### src/rtl/btn_pkg.sv
// Shared constants and helpers for the push-button conditioning front end.
// Default values correspond to a 100 MHz CLK.
package btn_pkg;

    localparam int DEF_CLK_DIV_W  = 12;
    localparam int DEF_N_BTN      = 2;
    localparam int DEF_DEB_TICKS  = 244;
    localparam int DEF_LONG_TICKS = 24414;

    // Bits needed to hold any count from 0 up to and including term.
    function automatic int cnt_width(input int term);
        return (term < 1) ? 1 : $clog2(term + 1);
    endfunction

endpackage

### src/rtl/btn_debounce.sv
// One button channel: 2-flop synchroniser, tick-gated debounce, debounced level,
// press/release/long-press pulses and the hold counter behind the long press.
module btn_debounce
    import btn_pkg::*;
#(
    parameter int DEB_TICKS  = DEF_DEB_TICKS,
    parameter int LONG_TICKS = DEF_LONG_TICKS
) (
    input  logic CLK,
    input  logic reset,
    input  logic i_tick,
    input  logic i_btn_n,
    output logic o_pressed,
    output logic o_press_pulse,
    output logic o_release_pulse,
    output logic o_long_pulse
);

    localparam int DW = cnt_width(DEB_TICKS);
    localparam int HW = cnt_width(LONG_TICKS);

    logic          r_sync1;
    logic          r_sync2;
    logic [DW-1:0] r_deb_cnt;
    logic [HW-1:0] r_hold_cnt;
    logic          r_pressed;
    logic          r_press_pulse;
    logic          r_release_pulse;
    logic          r_long_pulse;
    logic          r_long_done;

    logic          w_sample;
    logic          w_accept;
    logic          w_pressed_next;
    logic          w_hold_full;

    assign w_sample       = ~r_sync2;
    assign w_accept       = i_tick && (w_sample != r_pressed) && (r_deb_cnt == DW'(DEB_TICKS - 1));
    assign w_pressed_next = w_accept ? w_sample : r_pressed;
    assign w_hold_full    = (r_hold_cnt == HW'(LONG_TICKS));

    always_ff @(posedge CLK) begin
        if (!reset) begin
            r_sync1         <= 1'b1;
            r_sync2         <= 1'b1;
            r_deb_cnt       <= '0;
            r_hold_cnt      <= '0;
            r_pressed       <= 1'b0;
            r_press_pulse   <= 1'b0;
            r_release_pulse <= 1'b0;
            r_long_pulse    <= 1'b0;
            r_long_done     <= 1'b0;
        end else begin
            r_sync1 <= i_btn_n;
            r_sync2 <= r_sync1;

            // Any tick that agrees with the current level restarts the count.
            if (i_tick) begin
                if ((w_sample == r_pressed) || w_accept) begin
                    r_deb_cnt <= '0;
                end else begin
                    r_deb_cnt <= r_deb_cnt + 1'b1;
                end
            end

            r_pressed       <= w_pressed_next;
            r_press_pulse   <= w_accept & w_sample;
            r_release_pulse <= w_accept & ~w_sample;

            // Hold count starts on the first tick after acceptance and saturates.
            if (!w_pressed_next) begin
                r_hold_cnt <= '0;
            end else if (i_tick && r_pressed && !w_hold_full) begin
                r_hold_cnt <= r_hold_cnt + 1'b1;
            end

            r_long_pulse <= w_hold_full & ~r_long_done;
            r_long_done  <= w_hold_full;
        end
    end

    assign o_pressed       = r_pressed;
    assign o_press_pulse   = r_press_pulse;
    assign o_release_pulse = r_release_pulse;
    assign o_long_pulse    = r_long_pulse;

endmodule

### src/rtl/button_conditioner.sv
// Push-button front end: sampling-tick prescaler, one debounce channel per
// button, and the two-button combo strobe used as the mode toggle.
module button_conditioner
    import btn_pkg::*;
#(
    parameter int CLK_DIV_W  = DEF_CLK_DIV_W,
    parameter int N_BTN      = DEF_N_BTN,
    parameter int DEB_TICKS  = DEF_DEB_TICKS,
    parameter int LONG_TICKS = DEF_LONG_TICKS
) (
    input  logic             CLK,
    input  logic             reset,
    input  logic [N_BTN-1:0] btn_n,
    output logic             tick,
    output logic [N_BTN-1:0] pressed,
    output logic [N_BTN-1:0] press_pulse,
    output logic [N_BTN-1:0] release_pulse,
    output logic [N_BTN-1:0] long_pulse,
    output logic             combo_pulse
);

    logic [CLK_DIV_W-1:0] r_div_cnt;
    logic                 r_tick;
    logic                 r_combo_armed;
    logic                 r_combo_pulse;

    logic                 w_both;
    logic                 w_none;

    always_ff @(posedge CLK) begin
        if (!reset) begin
            r_div_cnt <= '0;
            r_tick    <= 1'b0;
        end else begin
            r_div_cnt <= r_div_cnt + 1'b1;
            r_tick    <= &r_div_cnt;
        end
    end

    for (genvar g = 0; g < N_BTN; g++) begin : g_chan
        btn_debounce #(
            .DEB_TICKS  (DEB_TICKS),
            .LONG_TICKS (LONG_TICKS)
        ) u_chan (
            .CLK             (CLK),
            .reset           (reset),
            .i_tick          (r_tick),
            .i_btn_n         (btn_n[g]),
            .o_pressed       (pressed[g]),
            .o_press_pulse   (press_pulse[g]),
            .o_release_pulse (release_pulse[g]),
            .o_long_pulse    (long_pulse[g])
        );
    end

    assign w_both = pressed[0] & pressed[1];
    assign w_none = ~pressed[0] & ~pressed[1];

    // Fires once per both-held episode; only a full release of both re-arms it.
    always_ff @(posedge CLK) begin
        if (!reset) begin
            r_combo_armed <= 1'b1;
            r_combo_pulse <= 1'b0;
        end else begin
            r_combo_pulse <= r_combo_armed & w_both;
            r_combo_armed <= (r_combo_armed & ~w_both) | w_none;
        end
    end

    assign tick        = r_tick;
    assign combo_pulse = r_combo_pulse;

endmodule

### config.mk
export PLATFORM = sky130hd
export DESIGN_NAME = button_conditioner
export DESIGN_NICKNAME = d
export VERILOG_FILES = /design/src/rtl/btn_pkg.sv /design/src/rtl/btn_debounce.sv /design/src/rtl/button_conditioner.sv
export SDC_FILE = /design/constraint.sdc
export NUM_CORES = 1
export LEC_CHECK = 0
export ABC_AREA = 1
export BUFFER_PORTS_ARGS = -buffer_cell sky130_fd_sc_hd__buf_2
export CELL_PAD_IN_SITES_DETAIL_PLACEMENT = 1
export CELL_PAD_IN_SITES_GLOBAL_PLACEMENT = 1
export CORE_MARGIN = 4
export CORE_UTILIZATION = 33
export DETAILED_ROUTE_END_ITERATION = 8
export PLACE_DENSITY_LB_ADDON = 0.2
export SLEW_MARGIN = 30
export SYNTH_ARGS = -nofsm -noshare
export SYNTH_HDL_FRONTEND = slang
export SYNTH_HIERARCHICAL = 1
export SYNTH_SLANG_ARGS = --single-unit
### constraint.sdc
create_clock -name CLK -period 1.6 [get_ports CLK]
set_input_delay 0.32 -clock CLK [delete_from_list [all_inputs] [get_ports CLK]]
set_output_delay 0.32 -clock CLK [all_outputs]
set_load 0.01 [all_outputs]
==> impl_metrics.csv, run 1 <==
group,metric,value,unit
yosys,yosysUniqueCellTypes,28,
timing,rsz_0062_raised_after_global_routing,"no",
timing,worst-slew-pin-transition,0.3520,ns
yosys,syn-instance-count,538,
worst_setup_path,sort_of_element_at_the_end_of_the_critical_path,"flop",
yosys,fraction_of_synthesis_flops_using_an_asynchronous_set_or_reset_pin,0,%
worst_setup_path,path_max_fanout,15,
yosys,ys_warn_count,6,
placement,detailed_place_hpwl,6564,um
drt,detailroute.via_count,3385,
timing,fmax,0.6922,GHz
cts,cts_htree_levels,3,
timing,finalClockSkew,0.003371,ns
cts,cts-root-to-sink-buffers,2,
power,power_per_cell_area,858.0,nW/um^2
hold_path,hold_path_class,"in2reg",
timing,post-route-min-period,1.445,ns
floorplan,die_area,13650,sq um
grt,initial_antenna_violation_count,0,
drt,drt-total-wl,8906,um
yosys,synth_sequential_area_ratio,38.40,%
cells_and_area,layout-drive-gt1-share,20.18,%
timing,report.final.setup_viol,0,
drt,wl_per_cell,12.58,um
cells_and_area,postLayoutCellArea,4482,sq um
cts,clk_latency,0.34,ns
drt,detail_route.drc_violations,0,
cts,cts_tree,"yes",
timing,timing.final.ws_setup,0.1553,ns
cts,cts.clk_slew.worst_paths,0.06,ns
cts,clock-root-buffer,"sky130_fd_sc_hd__clkbuf_16",
worst_setup_path,reg2reg_to,"g_chan[1].u_chan/r_hold_cnt[14]$_SDFFE_PN0P_",
placement,place_area,4121,sq um
hold_path,hold-path-endpoint,"g_chan[1].u_chan/r_sync1$_SDFF_PN1_",
yosys,synth_ff_type,"sky130_fd_sc_hd__dfxtp_1",
cts,cts-buffers-inserted,9,
yosys,post-synth-top-count-cell,"sky130_fd_sc_hd__nand2_1",
timing,slew_headroom,76.35,%
yosys,syn_area_per_cell,7.268,sq um
worst_setup_path,worst-setup-path-type,"reg2reg",
floorplan,chipWidth,116.9,um
cts,cts-hold-fix-buffers,0,
grt,grt_start_max_net_pins,16,
grt,grt-ovfl-total,0,
yosys,syn_nets,549,
timing,final-max-slew-violation-count,0,
cells_and_area,flow.area_growth_from_synthesis,14.62,%
placement,preCtsSetupSlack,0.008768,ns
grt,grtUsageTotal,14.67,%
yosys,post_synth_instance_area,3910,sq um
timing,finalCritPeriodShare,90.30,%
cts,numClockSinks,75,
power,worst_ir_drop_vdd,0.4494,mV
cells_and_area,post_layout_nonfiller_instances,708,
grt,global_route_wire_length_before_repair,16010,um
cells_and_area,diodes,0,
cells_and_area,finalNetCount,571,
status,outcome,"finished, final reports clean",
yosys,ys_ff_latch,75,
hold_path,min-delay-start,"btn_n[1]",
yosys,yosys-top-cells-count,"sky130_fd_sc_hd__nand2_1 (170), sky130_fd_sc_hd__dfxtp_1 (75), sky130_fd_sc_hd__nor2_1 (58)",
hold_path,hold_path_depth,2,
floorplan,core_region_area,11520,sq um
worst_setup_path,ff_to_ff_start,"g_chan[1].u_chan/r_hold_cnt[1]$_SDFFE_PN0P_",
timing,fin_tns_setup,0,ns
worst_setup_path,worst_ep_arrival_time,1.67,ns
worst_setup_path,critical_path_required,1.83,ns
drt,via_density_per_instance,4.781,
drt,drtAntennaViolNets,0,
floorplan,top_level_ports,14,
drt,number_of_search_and_repair_iterations_in_the_first_detailed_routing_pass,4,
yosys,netlist_top_cells_area,"sky130_fd_sc_hd__dfxtp_1 (38%), sky130_fd_sc_hd__nand2_1 (16%), sky130_fd_sc_hd__nor2_1 (5.6%)",
placement,dp_cells,689,
power,static_leakage_power,1.585,nW
job,max-cap-violations,0,
timing,timing_hold_violations_final,0,
floorplan,die_h,116.9,um
floorplan,placement_rows,39,
yosys,synthDominantAreaCellType,"sky130_fd_sc_hd__dfxtp_1",
grt,grt_pass1_vias,3567,
floorplan,initial_core_util,33.95,%
yosys,synth_largest_type_area_fraction,38.40,%
yosys,synth_enable_flop_cells,0,
placement,gpl.final_weighted_congestion,0.7284,
worst_setup_path,r2r_cells,9,
drt,detail_route.iter0.violations,101,
worst_setup_path,regToRegSetupSlack,0.16,ns
placement,placement.io_buffers,13,
worst_setup_path,cp-start-kind,"flop",
## per-layer routing
metal | global-route usage [%] | part of all wire [%] | up-vias
li1 | - | - | 1735
met4 | 4.817 | 2.0 | 0
met2 | 25.82 | 50 | 30
met3 | 4.833 | 3.1 | 14
met1 | 16.76 | 45 | 1606
met5 | 0 | 0 | -
## critical path: stages, from the launching register on
cell	delay, ns
sky130_fd_sc_hd__dfxtp_1	0.39
sky130_fd_sc_hd__ha_1	0.18
sky130_fd_sc_hd__nand2_1	0.06
sky130_fd_sc_hd__inv_1	0.09
sky130_fd_sc_hd__nand3b_1	0.10
sky130_fd_sc_hd__nor2_2	0.18
sky130_fd_sc_hd__nor2_4	0.06
sky130_fd_sc_hd__buf_12	0.14
sky130_fd_sc_hd__nand2_1	0.07
sky130_fd_sc_hd__a21oi_1	0.06
## placed cells by master, fill, tap and decap left out, types with 7 or more instances in the layout
master | Yosys | routed
sky130_fd_sc_hd__xor2_1 | 12 | 12
sky130_fd_sc_hd__a21oi_1 | 22 | 22
sky130_fd_sc_hd__nor2_1 | 58 | 58
sky130_fd_sc_hd__nand3_1 | 22 | 22
sky130_fd_sc_hd__nor3_1 | 8 | 8
sky130_fd_sc_hd__buf_2 | 5 | 13
sky130_fd_sc_hd__dfxtp_1 | 75 | 71
sky130_fd_sc_hd__nand2_2 | 12 | 12
sky130_fd_sc_hd__nor2_2 | 9 | 7
sky130_fd_sc_hd__nand2_1 | 170 | 170
sky130_fd_sc_hd__nor2_4 | 11 | 13
sky130_fd_sc_hd__clkbuf_16 | 0 | 9
sky130_fd_sc_hd__inv_1 | 42 | 42
sky130_fd_sc_hd__nand4_1 | 17 | 17
sky130_fd_sc_hd__xnor2_1 | 11 | 11
sky130_fd_sc_hd__a21oi_2 | 20 | 20
## area by class of cell
type	instances	area, sq um
timing repair buffer	20	155.1
tap	143	178.9
multi-input combinational	403	2165
fill	1460	7034
clock buffer	10	239.0
clock inverter	6	41.29
inverter	51	196.4
sequential	75	1506
## stage by stage
| step | power [mW] | utilization, % | hold slack [ns] |
|---|---|---|---|
| 3_5_place_dp | 1.984 | 35.79 | 0.3864 |
| 4_1_cts | 3.934 | 38.53 | 0.1489 |
| 5_1_grt | 4.006 | 38.92 | 0.1676 |
| 6_report | 3.845 | 38.92 | 0.1649 |
| 2_1_floorplan | 1.963 | - | 0.3763 |
| 3_3_place_gp | 1.982 | 35.79 | 0.3806 |
## cell families after synthesis
kind of cell / after synthesis / share of synthesized area [%]
and+or+nand+nor: 327 / 39.20
DFF: 75 / 38.40
buffers and inverters: 60 / 7.136
AOI/OAI and AO/OA: 46 / 7.872
xor gates and xnor gates: 23 / 5.152
adders and majority gates: 7 / 2.240
## power breakdown
group          switching (mW)  internal (mW)
clock                   0.816           1.09
sequential            0.00953           1.88
combinational          0.0353         0.0182
total                   0.861           2.98
## sequential cells by signal (all words and copies together), names as in the netlist
register and count:
g_chan.u_chan/r_hold_cnt 30, g_chan.u_chan/r_deb_cnt 16, r_div_cnt 12, g_chan.u_chan/o_long_pulse 2
g_chan.u_chan/o_press_pulse 2, g_chan.u_chan/o_pressed 2, g_chan.u_chan/o_release_pulse 2, g_chan.u_chan/r_long_done 2
g_chan.u_chan/r_sync1 2, g_chan.u_chan/r_sync2 2, combo_pulse 1, r_combo_armed 1
tick 1
## how the worst max path moves through the flow
stage,from,to,slack (ns),cells past startpoint
finish,g_chan[1].u_chan/r_hold_cnt[1]$_SDFFE_PN0P_,g_chan[1].u_chan/r_hold_cnt[14]$_SDFFE_PN0P_,0.16,9
global route,g_chan[0].u_chan/r_hold_cnt[1]$_SDFFE_PN0P_,g_chan[0].u_chan/r_hold_cnt[14]$_SDFFE_PN0P_,0.01,8
CTS,g_chan[1].u_chan/r_deb_cnt[0]$_SDFFE_PN0P_,g_chan[1].u_chan/r_hold_cnt[14]$_SDFFE_PN0P_,0.01,9
detailed placement,g_chan[0].u_chan/r_hold_cnt[0]$_SDFFE_PN0P_,g_chan[0].u_chan/r_hold_cnt[5]$_SDFFE_PN0P_,0.009,9
global placement,g_chan[0].u_chan/r_hold_cnt[0]$_SDFFE_PN0P_,g_chan[0].u_chan/r_hold_cnt[9]$_SDFFE_PN0P_,0.06,9
floorplan,tick$_SDFF_PN0_,g_chan[0].u_chan/r_hold_cnt[0]$_SDFFE_PN0P_,0.15,8
## repair_timing
| item | in CTS | in global routing |
|---|---|---|
| setup endpoints to repair | 3 | 23 |
| setup buffers | 3 | 0 |
| endpoints found under the hold margin | 0 | 0 |
| gates resized for setup | 0 | 13 |
| pin swaps | 2 | 0 |
No activity file was read; power rests on OpenSTA's default activity.
==> run 2, diff against run 1 <==
--- a/config.mk
+++ b/config.mk
@@ -13,6 +13,7 @@
 export CORE_UTILIZATION = 33
 export DETAILED_ROUTE_END_ITERATION = 8
 export PLACE_DENSITY_LB_ADDON = 0.2
+export REMOVE_ABC_BUFFERS = 1
 export SLEW_MARGIN = 30
 export SYNTH_ARGS = -nofsm -noshare
 export SYNTH_HDL_FRONTEND = slang
==> run 2 against run 1 <==
Effect of this change:
- cell count is 0.42% higher
- flip-flop and latch count is the same
- register-to-register slack lost 0.03 ns
- maximum frequency is 1.8% lower
- count of clock-buffer cells in the layout grew 3
- clock power up 21%
- critical path depth grew 1
- clock skew increased by 0.0041 ns
- combinational power decreased by 1%
- via count grew 1.3%
==> impl_metrics.csv, run 2 (synthesis results as in run 1) <==
group,metric,value,unit
worst_setup_path,critical_path_required,1.86,ns
drt,via_density_per_instance,4.823,
power,worst_ir_drop_vdd,0.4516,mV
worst_setup_path,crit_path_cell_trace,"inv_1 > ha_1 > nand2_1 > inv_1 > nand3b_1 > nor2_2 > nor2_4 > buf_12 > nand2_1 > a21oi_2",
worst_setup_path,worst-setup-path-type,"reg2reg",
worst_setup_path,path_max_fanout,15,
timing,worst-slew-pin-transition,0.3796,ns
cells_and_area,layout-drive-gt1-share,19.54,%
cells_and_area,finalNetCount,574,
timing,final-max-slew-violation-count,0,
worst_setup_path,cp.buffers_inverters,3,
cells_and_area,largest_reg_flops,30,
worst_setup_path,ff_to_ff_start,"g_chan[0].u_chan/r_hold_cnt[0]$_SDFFE_PN0P_",
cts,cts-root-to-sink-buffers,2,
floorplan,top_level_ports,14,
grt,initial_antenna_violation_count,0,
placement,placement.io_buffers,13,
power,power_per_cell_area,927.7,nW/um^2
floorplan,die_area,13650,sq um
grt,grt-ovfl-total,0,
cts,cts-buffers-inserted,9,
cells_and_area,most_frequent_cells_in_the_layout,"sky130_fd_sc_hd__nand2_1 (170), sky130_fd_sc_hd__dfxtp_1 (74), sky130_fd_sc_hd__nor2_1 (58)",
worst_setup_path,sort_of_element_at_the_end_of_the_critical_path,"flop",
cells_and_area,diodes,0,
timing,fmax,0.6796,GHz
job,max-cap-violations,0,
drt,detail_route.iter0.violations,176,
timing,timing.final.ws_setup,0.1285,ns
placement,gpl.final_weighted_congestion,0.7634,
hold_path,min-delay-start,"btn_n[0]",
worst_setup_path,max_stage_delay,0.39,ns
hold_path,hold-path-endpoint,"g_chan[0].u_chan/r_sync1$_SDFF_PN1_",
cts,cts-hold-fix-buffers,0,
drt,detail_route.drc_violations,0,
placement,dp_cells,694,
cells_and_area,layout_commonest_cell,"sky130_fd_sc_hd__nand2_1",
timing,finalCritPeriodShare,91.97,%
grt,global_route_wire_length_before_repair,15810,um
timing,timing_hold_violations_final,0,
drt,detailroute.via_count,3429,
floorplan,die_h,116.9,um
drt,drtAntennaViolNets,0,
drt,wl_met1,4236,um
timing,slew_headroom,74.50,%
drt,wl_per_cell,12.93,um
hold_path,hold_path_depth,2,
cts,cts_htree_levels,3,
cts,cts.clk_slew.worst_paths,0.06,ns
grt,grtUsageTotal,14.35,%
timing,report.final.setup_viol,0,
power,static_leakage_power,1.646,nW
drt,drt-total-wl,9191,um
status,outcome,"finished, final reports clean",
cts,clk_latency,0.33,ns
drt,top_signal_layer_used,"met4",
grt,grt_start_max_net_pins,16,
placement,preCtsSetupSlack,0.04229,ns
floorplan,initial_core_util,33.95,%
placement,detailed_place_hpwl,6638,um
worst_setup_path,worst_ep_arrival_time,1.73,ns
power,report.power.total,4.231,mW
cells_and_area,reg.largest.list,"g_chan.u_chan/r_hold_cnt: 30 flops, g_chan.u_chan/r_deb_cnt: 16 flops, r_div_cnt: 12 flops",
timing,post-route-min-period,1.472,ns
cells_and_area,top_register,"g_chan.u_chan/r_hold_cnt",
cts,numClockSinks,75,
cells_and_area,flow.area_growth_from_synthesis,16.64,%
grt,grt_pass1_vias,3448,
drt,met3_length,128,um
floorplan,chipWidth,116.9,um
floorplan,core_region_area,11520,sq um
hold_path,hold_path_class,"in2reg",
worst_setup_path,worst_path_dominant_cell_family,"flip-flops",
worst_setup_path,critPathSlowestCell,"sky130_fd_sc_hd__dfxtp_1",
worst_setup_path,reg2reg_to,"g_chan[0].u_chan/r_hold_cnt[0]$_SDFFE_PN0P_",
drt,number_of_search_and_repair_iterations_in_the_first_detailed_routing_pass,4,
worst_setup_path,r2r_cells,10,
placement,place_area,4172,sq um
cts,clock-root-buffer,"sky130_fd_sc_hd__clkbuf_16",
floorplan,placement_rows,39,
timing,finalClockSkew,0.007482,ns
cells_and_area,post_layout_nonfiller_instances,711,
worst_setup_path,cp-start-kind,"flop",
worst_setup_path,regToRegSetupSlack,0.13,ns
drt,wl_met2,4657,um
cts,cts_tree,"yes",
cells_and_area,postLayoutCellArea,4561,sq um
-- run 2: what timing repair did --
action / CTS / global route
resized for setup: 0 / 9
endpoints found under the setup margin: 0 / 24
buffers inserted: 0 / 0
-- run 2: worst max-delay path by stage --
stage | from | endpoint | slack [ns] | cells past startpoint
after detailed placement | g_chan[0].u_chan/r_deb_cnt[0]$_SDFFE_PN0P_ | g_chan[0].u_chan/r_hold_cnt[12]$_SDFFE_PN0P_ | 0.04 | 8
after floorplan | tick$_SDFF_PN0_ | g_chan[0].u_chan/r_hold_cnt[10]$_SDFFE_PN0P_ | 0.14 | 7
final | g_chan[0].u_chan/r_hold_cnt[0]$_SDFFE_PN0P_ | g_chan[0].u_chan/r_hold_cnt[0]$_SDFFE_PN0P_ | 0.13 | 10
after CTS | g_chan[0].u_chan/r_deb_cnt[0]$_SDFFE_PN0P_ | g_chan[0].u_chan/r_hold_cnt[12]$_SDFFE_PN0P_ | 0.005 | 8
after global placement | g_chan[0].u_chan/r_deb_cnt[0]$_SDFFE_PN0P_ | g_chan[0].u_chan/r_hold_cnt[14]$_SDFFE_PN0P_ | 0.10 | 8
after global routing | g_chan[1].u_chan/r_hold_cnt[1]$_SDFFE_PN0P_ | g_chan[1].u_chan/r_hold_cnt[14]$_SDFFE_PN0P_ | -0.006 | 7
-- run 2: where the power goes --
part | switching, mW | internal, mW | leakage, nW
Sequential | 0.0109 | 1.88 | 0.606
Clock | 0.791 | 1.50 | 0.166
Combinational | 0.0345 | 0.0184 | 0.874
-- run 2: area by class of cell --
type / count / area, sq um
Clock buffer: 13 / 270.3
Clock inverter: 3 / 68.82
Fill cell: 1470 / 6955
Inverter: 51 / 196.4
Multi-Input combinational cell: 404 / 2173
Sequential cell: 75 / 1503
Tap cell: 143 / 178.9
Timing Repair Buffer: 22 / 170.2
-- run 2: per-stage QoR --
stage	hold slack [ns]	TNS [ns]	util (%)
floorplan	0.3763	0	-
global placement	0.3799	0	36.22
finish	0.1774	0	39.60
global route	0.1698	-0.005815	39.60
detailed placement	0.3878	0	36.22
CTS	0.1684	0	39.17
-- run 2: per-layer routing --
metal,vias to the layer above,GRT usage (%)
li1,1751,-
met1,1648,17.07
met2,20,26.09
met3,10,1.697
met4,0,5.887
met5,-,0
==> run 3, diff against run 2 <==
--- a/config.mk
+++ b/config.mk
@@ -10,9 +10,9 @@
 export CELL_PAD_IN_SITES_DETAIL_PLACEMENT = 1
 export CELL_PAD_IN_SITES_GLOBAL_PLACEMENT = 1
 export CORE_MARGIN = 4
-export CORE_UTILIZATION = 33
+export CORE_UTILIZATION = 30
 export DETAILED_ROUTE_END_ITERATION = 8
-export PLACE_DENSITY_LB_ADDON = 0.2
+export PLACE_DENSITY_LB_ADDON = 0.15
 export REMOVE_ABC_BUFFERS = 1
 export SLEW_MARGIN = 30
 export SYNTH_ARGS = -nofsm -noshare
==> run 3 against run 2 <==
Effect of this change:
- sequential share of layout area barely moved
- routed wire length rose by 1.3%
- maximum frequency increased by 1.8%
- utilization down 3.5 points
- register-to-register slack better by 0.03 ns
- critical path depth is 7 lower
- non-clock buffer count increased by 4
- clock power shrank 14%
- largest cell class unchanged
==> impl_metrics.csv, run 3 (synthesis results as in run 1) <==
group,metric,value,unit
drt,via_density_per_instance,4.581,
timing,worst-slew-pin-transition,0.3334,ns
cts,cts-buffers-inserted,9,
floorplan,top_level_ports,14,
grt,grt_pass1_vias,3540,
cells_and_area,diodes,0,
floorplan,initial_core_util,30.86,%
floorplan,chipWidth,122.2,um
cells_and_area,layout.filler_cells,1599,
timing,fmax,0.6917,GHz
power,worst_ir_drop_vdd,0.4358,mV
grt,grt-ovfl-total,0,
placement,preCtsSetupSlack,0.003872,ns
cts,numClockSinks,75,
hold_path,min-delay-start,"btn_n[1]",
worst_setup_path,regToRegSetupSlack,0.16,ns
timing,post-route-min-period,1.446,ns
grt,grtUsageTotal,13.34,%
floorplan,die_h,122.2,um
cts,cts.clk_slew.worst_paths,0.06,ns
floorplan,core_region_area,12670,sq um
cells_and_area,flow.area_growth_from_synthesis,17.06,%
timing,slew_headroom,77.60,%
floorplan,placement_rows,41,
floorplan,die_area,14920,sq um
cells_and_area,largest_reg_flops,30,
grt,grt_start_max_net_pins,16,
cells_and_area,finalNetCount,578,
timing,timing_hold_violations_final,0,
timing,final-max-slew-violation-count,0,
worst_setup_path,sort_of_element_at_the_end_of_the_critical_path,"output port",
cells_and_area,top_register,"g_chan.u_chan/r_hold_cnt",
worst_setup_path,worst-setup-path-type,"reg2out",
drt,number_of_search_and_repair_iterations_in_the_first_detailed_routing_pass,4,
grt,initial_antenna_violation_count,0,
timing,report.final.setup_viol,0,
timing,fin_tns_setup,0,ns
grt,global_route_wire_length_before_repair,15830,um
cells_and_area,reg.largest.list,"g_chan.u_chan/r_hold_cnt: 30 flops, g_chan.u_chan/r_deb_cnt: 16 flops, r_div_cnt: 12 flops",
timing,finalCritPeriodShare,90.35,%
placement,gpl.final_weighted_congestion,0.7692,
worst_setup_path,critical_path_required,1.28,ns
worst_setup_path,path_max_fanout,6,
worst_setup_path,ff_to_ff_start,"g_chan[1].u_chan/r_hold_cnt[0]$_SDFFE_PN0P_",
cts,cts-root-to-sink-buffers,2,
job,max-cap-violations,0,
cells_and_area,most_frequent_cells_in_the_layout,"sky130_fd_sc_hd__nand2_1 (170), sky130_fd_sc_hd__dfxtp_1 (70), sky130_fd_sc_hd__nor2_1 (58)",
worst_setup_path,crit_path_end,"tick",
drt,detail_route.drc_violations,0,
worst_setup_path,critPathLaunch,"tick$_SDFF_PN0_",
cts,clk_latency,0.34,ns
power,static_leakage_power,1.633,nW
cells_and_area,layout-drive-gt1-share,21.33,%
timing,finalClockSkew,0.004776,ns
status,outcome,"finished, final reports clean",
worst_setup_path,r2r_cells,10,
hold_path,hold_path_class,"in2reg",
cts,cts_htree_levels,3,
worst_setup_path,reg2reg_to,"g_chan[1].u_chan/r_hold_cnt[13]$_SDFFE_PN0P_",
power,power_per_cell_area,855.2,nW/um^2
cts,clock-root-buffer,"sky130_fd_sc_hd__clkbuf_16",
placement,detailed_place_hpwl,6778,um
cts,cts_tree,"yes",
cells_and_area,layout_commonest_cell,"sky130_fd_sc_hd__nand2_1",
drt,drt-total-wl,9307,um
placement,placement.io_buffers,13,
timing,timing.final.ws_setup,0.1544,ns
drt,detailroute.via_count,3408,
worst_setup_path,cp-start-kind,"flop",
drt,drtAntennaViolNets,0,
worst_setup_path,worst_ep_arrival_time,1.13,ns
drt,detail_route.iter0.violations,135,
timing,whs,0.1592,ns
drt,wl_per_cell,12.51,um
==> run 3: cell types whose count changed in the layout (fill, tap and decap cells not counted), moves of 2 or more <==
cell	delta
sky130_fd_sc_hd__clkinvlp_4	+3
sky130_fd_sc_hd__bufinv_16	-2
sky130_fd_sc_hd__dfxtp_2	+4
sky130_fd_sc_hd__ha_2	+2
sky130_fd_sc_hd__buf_4	+4
sky130_fd_sc_hd__dfxtp_1	-4
sky130_fd_sc_hd__ha_1	-2
==> run 3: worst min path at each step <==
stage                                                    end  slack, ns  cells after the start
floorplan           g_chan[0].u_chan/o_long_pulse$_SDFF_PN0_       0.38                      1
global placement    g_chan[0].u_chan/o_long_pulse$_SDFF_PN0_       0.39                      1
detailed placement  g_chan[1].u_chan/o_long_pulse$_SDFF_PN0_       0.39                      1
CTS                      g_chan[1].u_chan/r_sync1$_SDFF_PN1_       0.15                      2
global route             g_chan[1].u_chan/r_sync1$_SDFF_PN1_       0.16                      2
finish                   g_chan[1].u_chan/r_sync1$_SDFF_PN1_       0.16                      2
==> run 3: power breakdown <==
| group | switching (mW) | internal [mW] | leakage, nW |
|---|---|---|---|
| logic | 0.0340 | 0.0182 | 0.891 |
| registers | 0.00973 | 1.88 | 0.608 |
| clock network | 0.837 | 1.14 | 0.134 |
==> run 3: cell type report <==
type / count / area (sq um) / area share (%)
Inverter: 51 / 191.4 / 4.183
Tap cell: 172 / 215.2 / 4.702
Multi-Input combinational cell: 404 / 2173 / 47.48
Timing Repair Buffer: 26 / 200.2 / 4.374
Sequential cell: 75 / 1508 / 32.94
Clock buffer: 11 / 252.7 / 5.522
Clock inverter: 5 / 36.28 / 0.7928
==> run 3: per-stage QoR <==
step	instance area, sq um	total power, mW	cells	utilization [%]
after global routing	4577	4.071	744	36.12
after floorplan	3822	1.960	529	-
final	4577	3.914	744	36.12
after global placement	4210	1.981	725	33.23
after detailed placement	4210	1.983	725	33.23
after CTS	4499	3.994	741	35.51
==> run 3: timing repair <==
item                       CTS  global route
gates resized for setup      0            11
hold buffers                 0             0
setup endpoints to repair    0            30
buffers inserted             0             2
==> run 3: metal layers <==
metal  up-vias  GRT usage (%)  share of wire (%)
li1       1752              -                  -
met2        20          23.48                 51
met4         0          6.508                2.1
met5         -              0                  0
met1      1625          15.74                 45
met3        11          2.136                2.1
==> run 3: worst max-delay path: stages (launching register included) <==
cell	delay [ns]
sky130_fd_sc_hd__dfxtp_2	0.34
sky130_fd_sc_hd__buf_4	0.16
sky130_fd_sc_hd__buf_4	0.15
sky130_fd_sc_hd__buf_2	0.13
